<file path="src/rtl/vec_load_buffer_pkg.sv">
`default_nettype none
// ============================================================================
// Module   : vlb_pkg
// Purpose  : Shared types and helpers for the vector load buffer.
//            - state_t   : fill/hold state of the vector assembler
//            - bsel_w()  : bank-select width for a given bank count
//            - VEC_CNT_W : width of the completed-handoff counter
// Revision : 1.0  initial release
// ============================================================================
package vlb_pkg;

    localparam int VEC_CNT_W = 16;

    typedef enum logic [0:0] {
        FILL = 1'b0,
        HOLD = 1'b1
    } state_t;

    // At least one select bit even for a single-bank build.
    function automatic int bsel_w(input int nbank);
        return (nbank > 1) ? $clog2(nbank) : 1;
    endfunction

endpackage
`default_nettype wire

</file>
<file path="src/rtl/vec_load_buffer_if.sv">
`default_nettype none
// ============================================================================
// Module   : vec_load_buffer_if
// Purpose  : Bank-write and vector-handoff bus of the vector load buffer.
// Signals  : in_valid/in_ready/in_bank/in_data  - bank write channel
//            out_valid/out_ready/y               - vector handoff channel
//            err                                 - rejected-write pulse
//            vec_cnt                             - completed handoff count
// Modports : master (producer/consumer side), slave (buffer side)
// Revision : 1.0  initial release
// ============================================================================
interface vec_load_buffer_if #(
    parameter int WIDTH = 3,
    parameter int LANES = 2,
    parameter int NBANK = 2
);
    import vlb_pkg::*;

    localparam int BSEL_W = bsel_w(NBANK);

    logic                         in_valid;
    logic                         in_ready;
    logic [BSEL_W-1:0]            in_bank;
    logic [LANES*WIDTH-1:0]       in_data;
    logic                         out_valid;
    logic                         out_ready;
    logic [NBANK*LANES*WIDTH-1:0] y;
    logic                         err;
    logic [VEC_CNT_W-1:0]         vec_cnt;

    modport master (
        output in_valid, in_bank, in_data, out_ready,
        input  in_ready, out_valid, y, err, vec_cnt
    );

    modport slave (
        input  in_valid, in_bank, in_data, out_ready,
        output in_ready, out_valid, y, err, vec_cnt
    );

endinterface
`default_nettype wire

</file>
<file path="src/rtl/vec_load_buffer_bank.sv">
`default_nettype none
// ============================================================================
// Module   : vlb_bank
// Purpose  : One bank register of the vector load buffer.
// Ports    : clk     - rising-edge clock
//            rst     - asynchronous reset, active-high (clears to 0)
//            i_load  - load enable
//            i_data  - bank payload
//            o_q     - registered bank contents
// Revision : 1.0  initial release
// ============================================================================
module vlb_bank #(
    parameter int BANK_W = 6
) (
    input  logic              clk,
    input  logic              rst,
    input  logic              i_load,
    input  logic [BANK_W-1:0] i_data,
    output logic [BANK_W-1:0] o_q
);

    logic [BANK_W-1:0] r_q;

    always_ff @(posedge clk or posedge rst) begin
        if (rst) begin
            r_q <= '0;
        end else if (i_load) begin
            r_q <= i_data;
        end
    end

    assign o_q = r_q;

endmodule
`default_nettype wire

</file>
<file path="src/rtl/vec_load_buffer.sv">
`default_nettype none
// ============================================================================
// Module   : vec_load_buffer
// Purpose  : Assembles an NBANK-bank vector from bank writes and hands it
//            downstream over a valid/ready handshake.
//            MODE 0: banks filled in order by an internal pointer.
//            MODE 1: bank chosen by in_bank; out-of-range writes and (unless
//                    VEC_LOAD_BANK_OVERWRITE_EN is defined) writes to an
//                    already-loaded bank are dropped with an err pulse.
// Ports    : clk  - rising-edge clock
//            rst  - asynchronous reset, active-high
//            bus  - vec_load_buffer_if.slave (write, handoff, err, vec_cnt)
// Macro    : VEC_LOAD_BANK_OVERWRITE_EN - MODE 1 rewrite of a loaded bank
//            overwrites it silently instead of being rejected.
// Revision : 1.0  initial release
// ============================================================================
module vec_load_buffer
    import vlb_pkg::*;
#(
    parameter int WIDTH = 3,
    parameter int LANES = 2,
    parameter int NBANK = 2,
    parameter int MODE  = 0
) (
    input  logic              clk,
    input  logic              rst,
    vec_load_buffer_if.slave  bus
);

    localparam int c_B      = LANES * WIDTH;
    localparam int c_BSEL_W = bsel_w(NBANK);

    state_t                 r_state;
    state_t                 w_state_next;
    logic [NBANK-1:0]       r_mask;
    logic [NBANK-1:0]       w_mask_base;
    logic [NBANK-1:0]       w_mask_next;
    logic [NBANK-1:0]       w_sel_onehot;
    logic [c_BSEL_W-1:0]    w_sel;
    logic                   w_accept;
    logic                   w_handoff;
    logic                   w_reject;
    logic                   w_we;
    logic                   w_full_next;
    logic                   w_in_ready;
    logic                   w_out_valid;
    logic                   r_err;
    logic [VEC_CNT_W-1:0]   r_vec_cnt;
    logic [NBANK*c_B-1:0]   w_y;

    assign w_handoff = (r_state == HOLD) && bus.out_ready;
    assign w_accept  = bus.in_valid && w_in_ready;

    // A write that coincides with a handoff starts the next vector, so it
    // is judged and merged against an empty mask.
    assign w_mask_base = w_handoff ? '0 : r_mask;

    always_comb begin
        w_sel_onehot = '0;
        for (int k = 0; k < NBANK; k++) begin
            w_sel_onehot[k] = (w_sel == c_BSEL_W'(k));
        end
    end

    generate
        if (MODE == 0) begin : g_seq
            localparam logic [c_BSEL_W-1:0] c_LAST = c_BSEL_W'(NBANK - 1);
            logic [c_BSEL_W-1:0] r_ptr;
            logic                w_unused_bank;

            assign w_unused_bank = ^bus.in_bank;
            assign w_sel         = r_ptr;
            assign w_reject      = 1'b0;

            always_ff @(posedge clk or posedge rst) begin
                if (rst) begin
                    r_ptr <= '0;
                end else if (w_we) begin
                    r_ptr <= (r_ptr == c_LAST) ? '0 : r_ptr + 1'b1;
                end else if (w_handoff) begin
                    r_ptr <= '0;
                end
            end
        end else begin : g_addr
            logic w_range_bad;

            assign w_sel = bus.in_bank;

            // Only a non-power-of-two bank count leaves unused select codes.
            if ((2 ** c_BSEL_W) != NBANK) begin : g_range
                localparam logic [c_BSEL_W:0] c_NBANK_EXT = (c_BSEL_W + 1)'(NBANK);
                assign w_range_bad = ({1'b0, bus.in_bank} >= c_NBANK_EXT);
            end else begin : g_no_range
                assign w_range_bad = 1'b0;
            end

`ifdef VEC_LOAD_BANK_OVERWRITE_EN
            assign w_reject = w_range_bad;
`else
            assign w_reject = w_range_bad || (|(w_mask_base & w_sel_onehot));
`endif
        end
    endgenerate

    assign w_we        = w_accept && !w_reject;
    assign w_mask_next = w_mask_base | (w_we ? w_sel_onehot : '0);
    assign w_full_next = &w_mask_next;

    // ---------------- FSM: state register ----------------
    always_ff @(posedge clk or posedge rst) begin
        if (rst) begin
            r_state <= FILL;
        end else begin
            r_state <= w_state_next;
        end
    end

    // ---------------- FSM: next state ----------------
    always_comb begin
        w_state_next = r_state;
        case (r_state)
            FILL: begin
                if (w_full_next) begin
                    w_state_next = HOLD;
                end
            end
            HOLD: begin
                // With a single bank, the write riding on the handoff
                // already completes the next vector.
                if (w_handoff) begin
                    w_state_next = w_full_next ? HOLD : FILL;
                end
            end
            default: w_state_next = FILL;
        endcase
    end

    // ---------------- FSM: outputs ----------------
    always_comb begin
        w_out_valid = 1'b0;
        w_in_ready  = 1'b0;
        if (!rst) begin
            case (r_state)
                FILL:    w_in_ready = 1'b1;
                HOLD: begin
                    w_out_valid = 1'b1;
                    w_in_ready  = bus.out_ready;
                end
                default: w_in_ready = 1'b0;
            endcase
        end
    end

    // ---------------- mask, error pulse, handoff counter ----------------
    always_ff @(posedge clk or posedge rst) begin
        if (rst) begin
            r_mask    <= '0;
            r_err     <= 1'b0;
            r_vec_cnt <= '0;
        end else begin
            r_mask <= w_mask_next;
            r_err  <= w_accept && w_reject;
            if (w_handoff) begin
                r_vec_cnt <= r_vec_cnt + VEC_CNT_W'(1);
            end
        end
    end

    // ---------------- bank registers ----------------
    generate
        for (genvar k = 0; k < NBANK; k++) begin : g_bank
            vlb_bank #(
                .BANK_W (c_B)
            ) u_bank (
                .clk    (clk),
                .rst    (rst),
                .i_load (w_we && w_sel_onehot[k]),
                .i_data (bus.in_data),
                .o_q    (w_y[k*c_B +: c_B])
            );
        end
    endgenerate

    assign bus.y         = w_y;
    assign bus.out_valid = w_out_valid;
    assign bus.in_ready  = w_in_ready;
    assign bus.err       = r_err;
    assign bus.vec_cnt   = r_vec_cnt;

endmodule
`default_nettype wire

</file>
<file path="src/flat_wrapper.sv">
// flat-port wrapper written by rule: the top's interface ports become plain ports
module vec_load_buffer_flat import vlb_pkg::*;
#(
    parameter int WIDTH = 3,
    parameter int LANES = 2,
    parameter int NBANK = 2,
    parameter int MODE  = 0
)
  (clk, rst, bus_in_valid, bus_in_bank, bus_in_data, bus_out_ready, bus_in_ready, bus_out_valid, bus_y, bus_err, bus_vec_cnt);
  vec_load_buffer_if #(.WIDTH(WIDTH), .LANES(LANES), .NBANK(NBANK)) bus_i ();
  input  logic clk;
  input  logic rst;
  input wire logic [$bits(bus_i.in_valid)-1:0] bus_in_valid;
  input wire logic [$bits(bus_i.in_bank)-1:0] bus_in_bank;
  input wire logic [$bits(bus_i.in_data)-1:0] bus_in_data;
  input wire logic [$bits(bus_i.out_ready)-1:0] bus_out_ready;
  output wire logic [$bits(bus_i.in_ready)-1:0] bus_in_ready;
  output wire logic [$bits(bus_i.out_valid)-1:0] bus_out_valid;
  output wire logic [$bits(bus_i.y)-1:0] bus_y;
  output wire logic [$bits(bus_i.err)-1:0] bus_err;
  output wire logic [$bits(bus_i.vec_cnt)-1:0] bus_vec_cnt;
  assign bus_i.in_valid = bus_in_valid;
  assign bus_i.in_bank = bus_in_bank;
  assign bus_i.in_data = bus_in_data;
  assign bus_i.out_ready = bus_out_ready;
  assign bus_in_ready = bus_i.in_ready;
  assign bus_out_valid = bus_i.out_valid;
  assign bus_y = bus_i.y;
  assign bus_err = bus_i.err;
  assign bus_vec_cnt = bus_i.vec_cnt;
  vec_load_buffer #(.WIDTH(WIDTH), .LANES(LANES), .NBANK(NBANK), .MODE(MODE)) u_core (.clk(clk), .rst(rst), .bus(bus_i));
endmodule
</file>
<file path="config.mk">
export PLATFORM = sky130hd
export DESIGN_NAME = vec_load_buffer_flat
export DESIGN_NICKNAME = d
export VERILOG_FILES = /design/src/rtl/vec_load_buffer_pkg.sv /design/src/rtl/vec_load_buffer_if.sv /design/src/rtl/vec_load_buffer_bank.sv /design/src/rtl/vec_load_buffer.sv /design/src/flat_wrapper.sv
export SDC_FILE = /design/constraint.sdc
export NUM_CORES = 1
export LEC_CHECK = 0
export CORE_ASPECT_RATIO = 1.2
export CORE_MARGIN = 2
export CORE_UTILIZATION = 48
export CTS_BUF_LIST = sky130_fd_sc_hd__clkbuf_4
export CTS_CLUSTER_DIAMETER = 50
export DETAILED_ROUTE_END_ITERATION = 8
export GPL_ROUTABILITY_DRIVEN = 0
export PLACE_DENSITY = 0.82
export SETUP_SLACK_MARGIN = 0.4
export SYNTH_ARGS = -nofsm -noshare
export SYNTH_HDL_FRONTEND = slang
export SYNTH_SLANG_ARGS = --single-unit
</file>
<file path="constraint.sdc">
create_clock -name clk -period 1.5 [get_ports clk]
set_input_delay 0.3 -clock clk [delete_from_list [all_inputs] [get_ports clk]]
set_output_delay 0.3 -clock clk [all_outputs]
set_load 0.01 [all_outputs]
</file>
### Yosys cells after proc, flatten, opt, wreduce, memory -nomap -nowiden

Cells that the tools add are included.

| operators by class | value |
|---|---|
| reductions and logical operators | 6 |
| $add $sub $neg | 2 |
| muxes and demuxes | 12 |
| bitwise logic cells | 3 |

Operators by type and width:

| kind | number |
|---|---|
| $add 16x1->16 const B | 1 |
| $mux 1 | 8 |
| $logic_and 1x1->1 | 4 |
| $mux 2 | 2 |
| $pmux 1 s2 | 2 |
| $not 1->1 | 2 |
| $or 2x2->2 | 1 |
| $reduce_and 2->1 | 1 |
| $reduce_bool 2->1 | 1 |
| $add 1x1->1 const B | 1 |

| storage, ports and cells | value |
|---|---|
| output and inout bits | 31 |
| logic and storage cells | 29 |
| bits of input ports | 11 |
| register bits | 32 |

### Longest topological paths before layout

Gate-level depths: netlist of the first run.

| depth | value |
|---|---|
| depth after elaboration | 10 |
| gate-level depth with buffers | 5 |
| depth with buffers taken out | 5 |

### Hierarchy

From an unflattened synthesis of the first run, not the netlist that was laid out.

| second synthesis, totals | value |
|---|---|
| cell total of the unflattened synthesis | 109 |
| area, all modules | 1480.2 sq um |

By module, submodules not included:

| module | area each (sq um) | sequential area each (sq um) | cells each | times used |
|---|---|---|---|---|
| vec_load_buffer | 969.7 | 500.5 | 81 | 1 |
| vlb_bank | 255.2 | 150.1 | 14 | 2 |

### Worst setup path before layout of the first run

No wires, ideal clock.

| timing path | value |
|---|---|
| path kind | input to register |
| from | in rst |
| to | reg u_core.r_state |
| library setup time | 0.077 ns |
| cell stages on the path | 3 |
| buffers on the path | 0 |
| setup slack | 0.084 ns |
| data required time | 1.423 ns |
| data arrival time | 1.339 ns |
| path through | inv_1 a41oi_1 a21oi_1 |

| between the ends | value |
|---|---|
| longest elaborated chain between the ends | 8 |

Ends and longest elaborated chain:

| element | line | text |
|---|---|---|
| start: declaration | flat_wrapper.sv:12 | `input logic rst;` |
| $mux 1 * | vec_load_buffer.sv:142 | `if (!rst) begin` |
| $logic_and 1x1->1 * | vec_load_buffer.sv:52 | `assign w_accept = bus.in_valid && w_in_ready;` |
| $mux 2 * | vec_load_buffer.sv:106 | `assign w_mask_next = w_mask_base \| (w_we ? w_sel_onehot : '0);` |
| $or 2x2->2 * | vec_load_buffer.sv:106 |  |
| $reduce_and 2->1 * | vec_load_buffer.sv:107 | `assign w_full_next = &w_mask_next;` |
| $mux 1 * | vec_load_buffer.sv:123, vec_load_buffer.sv:131 |  |
| $mux 1 | vec_load_buffer.sv:130 | `if (w_handoff) begin` |
| $pmux 1 s2 * | vec_load_buffer.sv:121 | `case (r_state)` |
| net u_core.w_state_next | vec_load_buffer.sv:34 | `state_t w_state_next;` |
| end signal: assignment | vec_load_buffer.sv:114 | `r_state <= w_state_next;` |
| end: declaration | vec_load_buffer.sv:33 | `state_t r_state;` |

The timed path passes the listed nets; every way through them passes the cells marked *.
A chain may end at the register's enable or synchronous reset.

### Worst setup path after layout of the first run

| timing path | value |
|---|---|
| from | reg u_core.r_state |
| to | reg u_core.g_bank[0].u_bank.r_q[2] |

| between the ends | value |
|---|---|
| longest elaborated chain between the ends | 5 |

Ends and longest elaborated chain:

| element | line | text |
|---|---|---|
| $not 1->1 | vec_load_buffer.sv:143 | `case (r_state)` |
| $pmux 1 s2 * | vec_load_buffer.sv:143 |  |
| $mux 1 * | vec_load_buffer.sv:142 |  |
| $logic_and 1x1->1 * | vec_load_buffer.sv:52 |  |
| $logic_and 1x1->1 * | vec_load_buffer.sv:177 | `.i_load (w_we && w_sel_onehot[k]),` |
| end signal: assignment | vec_load_buffer_bank.sv:28 | `r_q <= i_data;` |
| end: declaration | vec_load_buffer_bank.sv:22 | `logic [BANK_W-1:0] r_q;` |

Every way passes the cells marked *; elsewhere a longest branch is shown, timed or not.

==> results_dict.tcl, run 1 <==
set metrics [dict create \
    run_status "finished, violations left" \
    violations "negative setup slack" \
    drt.antenna.violating_nets 0 \
    placeableCoreArea_sq_um 2760 \
    synth_seq_area_share 0.588 \
    drt_iter0_markers 16 \
    drcViolationCount 0 \
    synthAdderAreaFrac 0.00919 \
    final_core_util 0.832 \
    cts-buffers-inserted 5 \
    max_cap_viols 0 \
    worst_ir_drop_vdd_v 0.00170 \
    syn2layout_area_growth_pct 68.6 \
    p_leak_uw 0.00117 \
    timing.hold.worst.class "reg -> reg" \
    floorplan.die_area_sq_um 3280 \
    register_area_sq_um 805 \
    initial_util 0.493 \
    syn-num-nets 118 \
    crit_path_max_fanout 4 \
    avgSynthCellArea_sq_um 12.8 \
    htreeDepth 2 \
    timing.critical_path.arrival_ns 1.74 \
    cts-root-to-sink-buffers 2 \
    die_h_microns 62.3 \
    grt_start_max_net_pins 33 \
    final_layout_size_suffix_gt1_frac 0.618 \
    viasPerCell 5.20 \
    powerDensity_nw_per_um2 1630 \
    synth-edff-count 0 \
    sequential_fraction_of_design_power 0.363 \
    die_width_microns 52.6 \
    ios 42 \
    dr_total_vias 1169 \
    post_synth_most_frequent_cells "dfrtp_1 (32), mux2_2 (12), xnor2_1 (11)" \
    power.total_uw 3740 \
    internal_power_uw 2490 \
    synthArstFlopShare 1.00 \
    grt_pass1_wl_microns 5180 \
    cts_tree "done" \
    yosys-top-cells-area "dfrtp_1 (59%), mux2_2 (9.9%), xnor2_1 (7.1%), xor2_1 (2.6%), nand2_1 (2.5%)" \
    path_clk_slew_ns 0.10 \
    cts_hold_repair.buffers 0 \
    post_synthesis_compound_gate_area_fraction 0.0248 \
    cts_root_buf "clkbuf_4" \
    synth_warnings 0 \
    synth_area_sq_um 1360 \
    clkLatencyLatePin_ns 0.34 \
    synth_simple_gate_area_share 0.163 \
    design.final.nets 202 \
    fin_tns_setup_ns -0.0239 \
    hold_viol 0 \
    setup_repair_after_global_routing_missed_its_margin "yes" \
    fin_ws_ns -0.00799 \
    synth_most_common_cell "dfrtp_1" \
    synth.mux.area_fraction 0.108 \
    post_synth_inst_count 106 \
    switchingPower_uw 1240 \
    power.clock.fraction 0.177 \
    grt_antenna_before_repair 0 \
    place_hpwl_microns 2020 \
    grt_use_total 0.217 \
    post-synth-top-area-cell "dfrtp_1" \
    synthDominantCellAreaShare 0.588 \
    synth_top_flop_cell "dfrtp_1" \
    n_fill_cell 150 \
    synth_cell_types 28 \
    placement.io_buffers 39 \
    critical_path.startpoint_type "flip-flop" \
    finalWorstPathRequiredPeriod_ns 1.51 \
    tritoncts_num_sinks 32 \
    routed_wl_microns 3600 \
    first_global_vias 1185 \
    min_period_over_period 1.01 \
    p_sw_frac 0.333 \
    multi_input_area_sq_um 718 \
    preCtsSetupSlack_ns -0.421 \
    post_synth_xor_xnor_area 0.0965 \
    layout.cells.non_filler 225 \
    fin_worst_skew_ns 0.00935 \
    post-place-cells 190 \
    main_combinational_cell_family_by_area_after_synthesis "simple AND/OR/NAND/NOR gates" \
    setup_viol_count_final 5 \
    drt-pass1-iter-count 3 \
    path_class "reg -> reg" \
    report.final.slew_viol_count 0 \
    critical_path_required_ns 1.73 \
    routedWlPerCell_microns 16.0 \
    end_kind "flip-flop" \
    max_freq_mhz 663 \
    synthesized_flop_and_latch_total 32 \
    grt_overflow_total 0 \
    share_comb_of_total_power 0.460 \
    n_antenna_cell 0 \
    core.rowCount 21 \
]
layout make-up:
class,instances,area share
timing repair buffer,78,0.280
sequential,32,0.351
inverter,1,0.00327
multi-input combinational,72,0.313
clock inverter,2,0.0153
clock buffer,6,0.0196
tap,34,0.0185
path summary, 6_finish.rpt:
path / startpoint / endpoint / slack [ns] / cells after the start
max in group asynchronous: rst / u_core.bus.vec_cnt[5] / 0.61 / 4
hold / removal: u_core.g_bank[1].u_bank.o_q[2] / u_core.g_bank[1].u_bank.o_q[2] / 0.51 / 1
setup / recovery: u_core.r_state / u_core.g_bank[0].u_bank.o_q[2] / -0.008 / 5
min in group asynchronous: rst / u_core.r_state / 0.57 / 4
setup reg to reg: u_core.r_state / u_core.g_bank[0].u_bank.o_q[2] / -0.008 / 5
hold reg to reg: u_core.g_bank[1].u_bank.o_q[2] / u_core.g_bank[1].u_bank.o_q[2] / 0.51 / 1
through the flow:
step / hold slack [ns] / area, sq um
after floorplan: 0.232 / 1390
after global placement: 0.459 / 1900
after detailed placement: 0.461 / 1900
after CTS: 0.479 / 2050
after global routing: 0.530 / 2290
final: 0.513 / 2290
critical path, cell delays in order, from the launching register on:
cell and delay (ns):
dfrtp_1 0.42, and2b_1 0.22, buf_6 0.14, nor3_4 0.16, buf_6 0.16, mux2_4 0.30
sequential cells by signal (all words and copies together) (netlist names):
signal,cells
u_core.r_state,1
u_core.bus.vec_cnt,16
u_core.g_bank.u_bank.o_q,12
u_core.g_seq.r_ptr,1
u_core.r_mask,2
repair_timing:
action / 4_1_cts / 5_1_grt
pin swaps: 3 / 17
resized for setup: 138 / 37
setup buffers: 18 / 9
setup endpoints to repair: 61 / 61
power by group through the flow:
stage	registers (uW)	clock network (uW)	logic [uW]
detailed placement	1390	0	1260
floorplan	1480	0	458
finish	1360	663	1720
CTS	1320	671	1370
global route	1380	718	1830
global placement	1370	0	1230
metal layers:
metal,share of wire,GRT usage,up-vias
li1,-,-,535
met1,0.38,0.229,583
met2,0.54,0.369,40
met3,0.057,0.0817,11
met4,0.026,0.0962,0
met5,0,0,-
kinds of logic after synthesis:
kind of cell	Yosys count
buffers and inverters	2
AOI/OAI and AO/OA	5
and+or+nand+nor	37
muxes	13
other	1
adders and majority gates	1
xor gates and xnor gates	15
DFF	32
cells in the final DEF (no fill, tap or decap), types with 2 or more instances in the layout:
cell / Yosys / final
dfrtp_1: 32 / 29
buf_6: 0 / 24
buf_4: 1 / 23
buf_2: 0 / 22
xnor2_1: 11 / 8
clkdlybuf4s50_1: 0 / 8
mux2_4: 0 / 7
mux2_2: 12 / 6
clkbuf_4: 0 / 6
nand3_2: 0 / 5
nand2_1: 9 / 5
nor3_4: 1 / 4
xor2_1: 4 / 4
nand4_1: 3 / 3
nand2_2: 2 / 3
xnor2_2: 0 / 3
dfrtp_2: 0 / 3
nand2_4: 0 / 2
nor2_4: 0 / 2
and2_1: 2 / 2
nor2_1: 5 / 2
(Power assumes the default switching activity.)
==> run 2, diff against run 1 <==
--- a/config.mk
+++ b/config.mk
@@ -6,7 +6,7 @@
 export NUM_CORES = 1
 export LEC_CHECK = 0
 export CORE_ASPECT_RATIO = 1.2
-export CORE_MARGIN = 2
+export CORE_MARGIN = 3
 export CORE_UTILIZATION = 48
 export CTS_BUF_LIST = sky130_fd_sc_hd__clkbuf_4
 export CTS_CLUSTER_DIAMETER = 50
==> constraint.sdc (replaced) <==
create_clock -name clk -period 1.4 [get_ports clk]
set_input_delay 0.28 -clock clk [delete_from_list [all_inputs] [get_ports clk]]
set_output_delay 0.28 -clock clk [all_outputs]
set_load 0.01 [all_outputs]
==> results_dict.tcl, run 2 <==
set metrics [dict create \
    run_status "did not finish" \
    outcome.stop_stage "5_1_grt" \
    first-error "[ERROR DPL-0033] detailed placement checks failed during check placement." \
    synth-edff-count 0 \
    synthArstFlopShare 1.00 \
    yosys-top-cells-area "dfrtp_1 (59%), mux2_2 (9.9%), xnor2_1 (7.1%), xor2_1 (2.6%), nand2_1 (2.5%)" \
    synth_area_sq_um 1360 \
    synth_warnings 0 \
    grt_antenna_before_repair 0 \
    dpl_cell_area_sq_um 1920 \
    synthesized_flop_and_latch_total 32 \
    synth_seq_area_share 0.588 \
    synthDominantCellAreaShare 0.588 \
    initial_util 0.518 \
    post_synth_most_frequent_cells "dfrtp_1 (32), mux2_2 (12), xnor2_1 (11)" \
    synth_most_common_cell "dfrtp_1" \
    post-synth-top-area-cell "dfrtp_1" \
    timing.grt.repair.worst_endpoint "u_core.bus.vec_cnt[14]$_DFFE_PP0P_/D" \
    cts_root_buf "clkbuf_4" \
    htreeDepth 2 \
    worst_path_end_type "register data pin" \
    tritoncts_num_sinks 32 \
    cts-root-to-sink-buffers 2 \
    cts_hold_repair.buffers 0 \
    place_hpwl_microns 2160 \
    die_width_microns 54.6 \
    preCtsSetupSlack_ns -0.463 \
    synth_cell_types 28 \
    grt_start_max_net_pins 33 \
    die_h_microns 64.3 \
    syn-num-nets 118 \
    avgSynthCellArea_sq_um 12.8 \
    cts-buffers-inserted 5 \
    ios 42 \
    core.rowCount 20 \
    placement.io_buffers 39 \
    post_synth_inst_count 106 \
    synth_top_flop_cell "dfrtp_1" \
    post-place-cells 190 \
]
==> run 2: logic make-up after synthesis <==
family	count (synthesis)	synth area share
multiplexers	13	0.108
buffers and inverters	2	0.00827
XOR/XNOR	15	0.0965
flip-flops	32	0.588
AND/OR/NAND/NOR	37	0.163
other	1	0.00275
AO/OA/AOI/OAI	5	0.0248
adder cells (fa/ha/maj)	1	0.00919
==> run 2: what timing repair did <==
action,4_1_cts
setup buffers,38
pin swaps,26
gates resized for setup,175
setup endpoints to repair,62
==> run 2: per-stage QoR <==
| stage | utilization | hold WS [ns] |
|---|---|---|
| after floorplan | - | 0.212 |
| after global placement | 0.731 | 0.461 |
| after detailed placement | 0.731 | 0.477 |
| after CTS | 0.902 | 0.376 |
==> run 3, diff against run 2 <==
--- a/config.mk
+++ b/config.mk
@@ -5,15 +5,11 @@
 export SDC_FILE = /design/constraint.sdc
 export NUM_CORES = 1
 export LEC_CHECK = 0
-export CORE_ASPECT_RATIO = 1.2
-export CORE_MARGIN = 3
-export CORE_UTILIZATION = 48
-export CTS_BUF_LIST = sky130_fd_sc_hd__clkbuf_4
-export CTS_CLUSTER_DIAMETER = 50
+export CORE_AREA = 3 3 64 66
 export DETAILED_ROUTE_END_ITERATION = 8
+export DIE_AREA = 0 0 67 69
 export GPL_ROUTABILITY_DRIVEN = 0
-export PLACE_DENSITY = 0.82
-export SETUP_SLACK_MARGIN = 0.4
+export PLACE_DENSITY_LB_ADDON = 0.15
 export SYNTH_ARGS = -nofsm -noshare
 export SYNTH_HDL_FRONTEND = slang
 export SYNTH_SLANG_ARGS = --single-unit
==> results_dict.tcl, run 3 (synthesis gave the netlist of run 1 again) <==
set metrics [dict create \
    grt_antenna_before_repair 0 \
    grt_overflow_total 0 \
    finalWorstPathRequiredPeriod_ns 1.39 \
    viasPerCell 4.69 \
    stdcell_area_sq_um 2140 \
    cts_tree "done" \
    largest_register_ff_count 16 \
    global_route_track_usage_on_met3 0.0456 \
    placeableCoreArea_sq_um 3630 \
    gr-max-usage-layer "met2" \
    grt_start_max_net_pins 33 \
    fin_worst_skew_ns 0.00525 \
    power.total_uw 3510 \
    core.rowCount 22 \
    path_class "in -> reg" \
    layout_commonest_cell "dfrtp_1" \
    dpl_cell_area_sq_um 1930 \
    hold_viol 0 \
    drcViolationCount 0 \
    cts_hold_repair.buffers 0 \
    worst_ir_drop_vdd_v 0.00125 \
    clkLatencyLatePin_ns 0.27 \
    grt.met2_usage 0.238 \
    fin_tns_setup_ns 0 \
    syn2layout_area_growth_pct 57.1 \
    final_layout_size_suffix_gt1_frac 0.360 \
    max_freq_mhz 719 \
    cts_root_buf "clkbuf_8" \
    capturing_point_of_the_worst_reg2reg_path "u_core.g_bank[0].u_bank.o_q[4]" \
    drt_iter0_markers 42 \
    initial_util 0.375 \
    die_width_microns 67 \
    htreeDepth 2 \
    cts-root-to-sink-buffers 2 \
    reg2regPathDepth 5 \
    placement.io_buffers 39 \
    report.final.slew_viol_count 0 \
    grt_util_met1 0.178 \
    fin_ws_ns 0.0101 \
    end_kind "flip-flop" \
    cts-buffers-inserted 5 \
    setup_repair_after_global_routing_missed_its_margin "yes" \
    die_h_microns 69 \
    critical_path.startpoint_type "input pin" \
    p_leak_uw 0.00109 \
    design.final.nets 189 \
    preCtsSetupSlack_ns -0.452 \
    max_cap_viols 0 \
    fin_hold_ws_ns 0.308 \
    ios 42 \
    tritoncts_num_sinks 32 \
    crit_path_max_fanout 7 \
    setup_viol_count_final 0 \
    timing.hold.worst.class "in -> async" \
    final_cell_mix "dfrtp_1 (32), dlygate4sd2_1 (30), buf_4 (22)" \
    run_status "finished, final reports clean" \
    drt-pass1-iter-count 4 \
    routed_wl_microns 2990 \
    grt_use_total 0.148 \
    drt.antenna.violating_nets 0 \
    floorplan.die_area_sq_um 4620 \
    first_global_vias 1145 \
    grt_pass1_wl_microns 5230 \
    startpoint_of_the_worst_slack_reg_to_reg_timing_path "u_core.r_state" \
    place_hpwl_microns 2140 \
    setup.reg_to_reg.worst_slack_ns 0.02 \
    critical_path_required_ns 1.55 \
    powerDensity_nw_per_um2 1640 \
    path_clk_slew_ns 0.06 \
    dr_total_vias 1061 \
    n_antenna_cell 0 \
    min_period_over_period 0.993 \
    routedWlPerCell_microns 13.2 \
    timing.critical_path.arrival_ns 1.54 \
]
[run 3: layer usage]
| metal | share of wire | wire, microns |
|---|---|---|
| met4 | 0.015 | 45 |
| met2 | 0.54 | 1620 |
| met5 | 0 | 0 |
| met3 | 0.051 | 152 |
| met1 | 0.39 | 1170 |
[run 3: repair_timing]
item                       in CTS  in global routing
pin swaps                       1                  6
gates resized for setup        47                 14
setup buffers                   7                  2
setup endpoints to repair      42                 23
[run 3: cell type report]
| type | instances | area [sq um] |
|---|---|---|
| multi-input combinational | 72 | 631 |
| inverter | 1 | 3.75 |
| clock buffer | 8 | 90.1 |
| sequential | 32 | 801 |
| tap | 48 | 60.1 |
| timing repair buffer | 65 | 553 |
| fill | 338 | 1500 |
[run 3: critical path, stage by stage]
cell,delay (ns)
clkdlybuf4s50_1,0.54
nand2b_4,0.09
nor3_4,0.17
buf_6,0.17
mux2_4,0.30
[run 3: how the worst max path moves through the flow]
stage | end | from | slack, ns | cells after the start
3_5_place_dp | bus_in_ready | bus_out_ready | -0.45 | 4
6_report | u_core.g_bank[0].u_bank.o_q[4] | bus_in_valid | 0.01 | 5
2_1_floorplan | u_core.r_state | rst | 0.004 | 3
3_3_place_gp | bus_in_ready | bus_out_ready | -0.46 | 4
5_1_grt | u_core.g_bank[0].u_bank.o_q[1] | u_core.r_state | -0.03 | 5
4_1_cts | u_core.g_bank[0].u_bank.o_q[4] | u_core.r_state | -0.03 | 5
[run 3: where the power goes]
part	leakage, uW	internal (uW)	total [uW]	switching, uW
Combinational	0.000635	788	1380	589
Sequential	0.000407	1230	1430	205
Clock	0.0000455	400	703	303
Total	0.00109	2420	3510	1100
[run 3: stage by stage]
step / cells / util
after global placement: 209 / 0.532
final: 226 / 0.588
after global routing: 226 / 0.588
after detailed placement: 209 / 0.532
after floorplan: 106 / -
after CTS: 224 / 0.568
==> run 4, diff against run 3 <==
--- a/config.mk
+++ b/config.mk
@@ -9,6 +9,7 @@
 export DETAILED_ROUTE_END_ITERATION = 8
 export DIE_AREA = 0 0 67 69
 export GPL_ROUTABILITY_DRIVEN = 0
+export MAX_ROUTING_LAYER = met4
 export PLACE_DENSITY_LB_ADDON = 0.15
 export SYNTH_ARGS = -nofsm -noshare
 export SYNTH_HDL_FRONTEND = slang
==> constraint.sdc (replaced) <==
create_clock -name clk -period 1.4 [get_ports clk]
set_input_delay 0.21 -clock clk [delete_from_list [all_inputs] [get_ports clk]]
set_output_delay 0.21 -clock clk [all_outputs]
set_load 0.01 [all_outputs]
==> results_dict.tcl, run 4 (synthesis gave the netlist of run 1 again) <==
set metrics [dict create \
    run_status "finished, final reports clean" \
    timing.critical_path.arrival_ns 1.53 \
    n_antenna_cell 0 \
    placeableCoreArea_sq_um 3630 \
    powerDensity_nw_per_um2 1630 \
    cts_root_buf "clkbuf_8" \
    fin_tns_setup_ns 0 \
    routedWlPerCell_microns 13.5 \
    drt-pass1-iter-count 4 \
    report.final.slew_viol_count 0 \
    design.final.nets 190 \
    finalWorstPathRequiredPeriod_ns 1.36 \
    grt_pass1_wl_microns 5330 \
    crit_path_max_fanout 7 \
    register_area_sq_um 801 \
    timing.critical_path.cells "and2b_2, nor3_4, buf_12, mux2_1" \
    layout_commonest_cell "dfrtp_1" \
    preCtsSetupSlack_ns -0.386 \
    initial_util 0.375 \
    final_layout_size_suffix_gt1_frac 0.369 \
    die_h_microns 69 \
    grt_antenna_before_repair 0 \
    final_cell_mix "dfrtp_1 (32), buf_4 (22), dlygate4sd2_1 (17)" \
    cts-buffers-inserted 5 \
    drcViolationCount 0 \
    floorplan.die_area_sq_um 4620 \
    timing.hold.worst.class "reg -> reg" \
    drt_iter0_markers 47 \
    placement.io_buffers 39 \
    first_global_vias 1098 \
    end_kind "flip-flop" \
    setup_repair_after_global_routing_missed_its_margin "yes" \
    critical_path_required_ns 1.57 \
    syn2layout_area_growth_pct 61.4 \
    p_leak_uw 0.00119 \
    final_core_util 0.605 \
    grt_use_total 0.156 \
    max_cap_viols 0 \
    path_clk_slew_ns 0.06 \
    die_width_microns 67 \
    setup_viol_count_final 0 \
    tritoncts_num_sinks 32 \
    worst_ir_drop_vdd_v 0.00118 \
    dr_total_vias 1045 \
    clkLatencyLatePin_ns 0.28 \
    largest_register_ff_count 16 \
    critical_path.startpoint_type "flip-flop" \
    critical-path-slowest-cell "dfrtp_1" \
    power.total_uw 3580 \
    routed_wl_microns 3060 \
    grt_overflow_total 0 \
    n_fill_cell 332 \
    min_period_over_period 0.973 \
    hold_viol 0 \
    critical-path-max-stage-delay_ns 0.39 \
    drt.antenna.violating_nets 0 \
    multi_input_area_sq_um 623 \
    max_freq_mhz 734 \
    fin_worst_skew_ns 0.00276 \
    ios 42 \
    fin_ws_ns 0.0384 \
    path_class "reg -> reg" \
    cts-root-to-sink-buffers 2 \
    htreeDepth 2 \
    viasPerCell 4.60 \
    stdcell_area_sq_um 2200 \
    core.rowCount 22 \
    cts_tree "done" \
    grt_start_max_net_pins 33 \
    place_hpwl_microns 2200 \
    dpl_cell_area_sq_um 1970 \
]
[run 4: final cells by class]
| class | count | area share |
|---|---|---|
| Sequential cell | 32 | 0.364 |
| Tap cell | 48 | 0.0273 |
| Inverter | 1 | 0.00171 |
| Clock buffer | 8 | 0.0410 |
| Multi-Input combinational cell | 72 | 0.284 |
| Timing Repair Buffer | 66 | 0.282 |
[run 4: through the flow]
step	cells	hold WS (ns)
final	227	0.461
after global routing	227	0.510
after CTS	224	0.478
after detailed placement	212	0.463
after global placement	212	0.461
after floorplan	106	0.335
[run 4: layer usage]
layer	GRT usage	share of wire	vias up
met3	0.0586	0.052	8
met5	-	0	-
met2	0.226	0.52	27
met1	0.197	0.41	506
li1	-	-	504
met4	0.0608	0.022	0
[run 4: critical path: cells and delay by family (launching register included)]
family | cells | cell delay (ns)
buffers and inverters | 1 | 0.15
flip-flops | 1 | 0.39
multiplexers | 1 | 0.31
AND/OR/NAND/NOR | 2 | 0.40
[run 4: repair_timing]
| action | in CTS | in global routing |
|---|---|---|
| endpoints found under the setup margin | 21 | 34 |
| resized for setup | 23 | 38 |
| pin swaps | 0 | 6 |
| hold buffers | 0 | 0 |
| setup buffers | 4 | 3 |
[run 4: worst paths after layout]
kind | from | to | slack (ns) | depth (start not counted)
worst max-delay path | u_core.r_state | u_core.g_bank[0].u_bank.o_q[0] | 0.04 | 4
worst min-delay path | u_core.bus.vec_cnt[15] | u_core.bus.vec_cnt[15] | 0.46 | 1
worst max register to register | u_core.r_state | u_core.g_bank[0].u_bank.o_q[0] | 0.04 | 4
worst min register to register | u_core.bus.vec_cnt[15] | u_core.bus.vec_cnt[15] | 0.46 | 1
max in group asynchronous | rst | u_core.g_bank[1].u_bank.o_q[5] | 0.59 | 4
min in group asynchronous | rst | u_core.r_state | 0.52 | 4
[run 4: where the power goes]
| group | switching [uW] | internal (uW) | total, uW |
|---|---|---|---|
| Combinational | 587 | 841 | 1430 |
| Clock | 320 | 400 | 720 |
| Sequential | 204 | 1230 | 1430 |
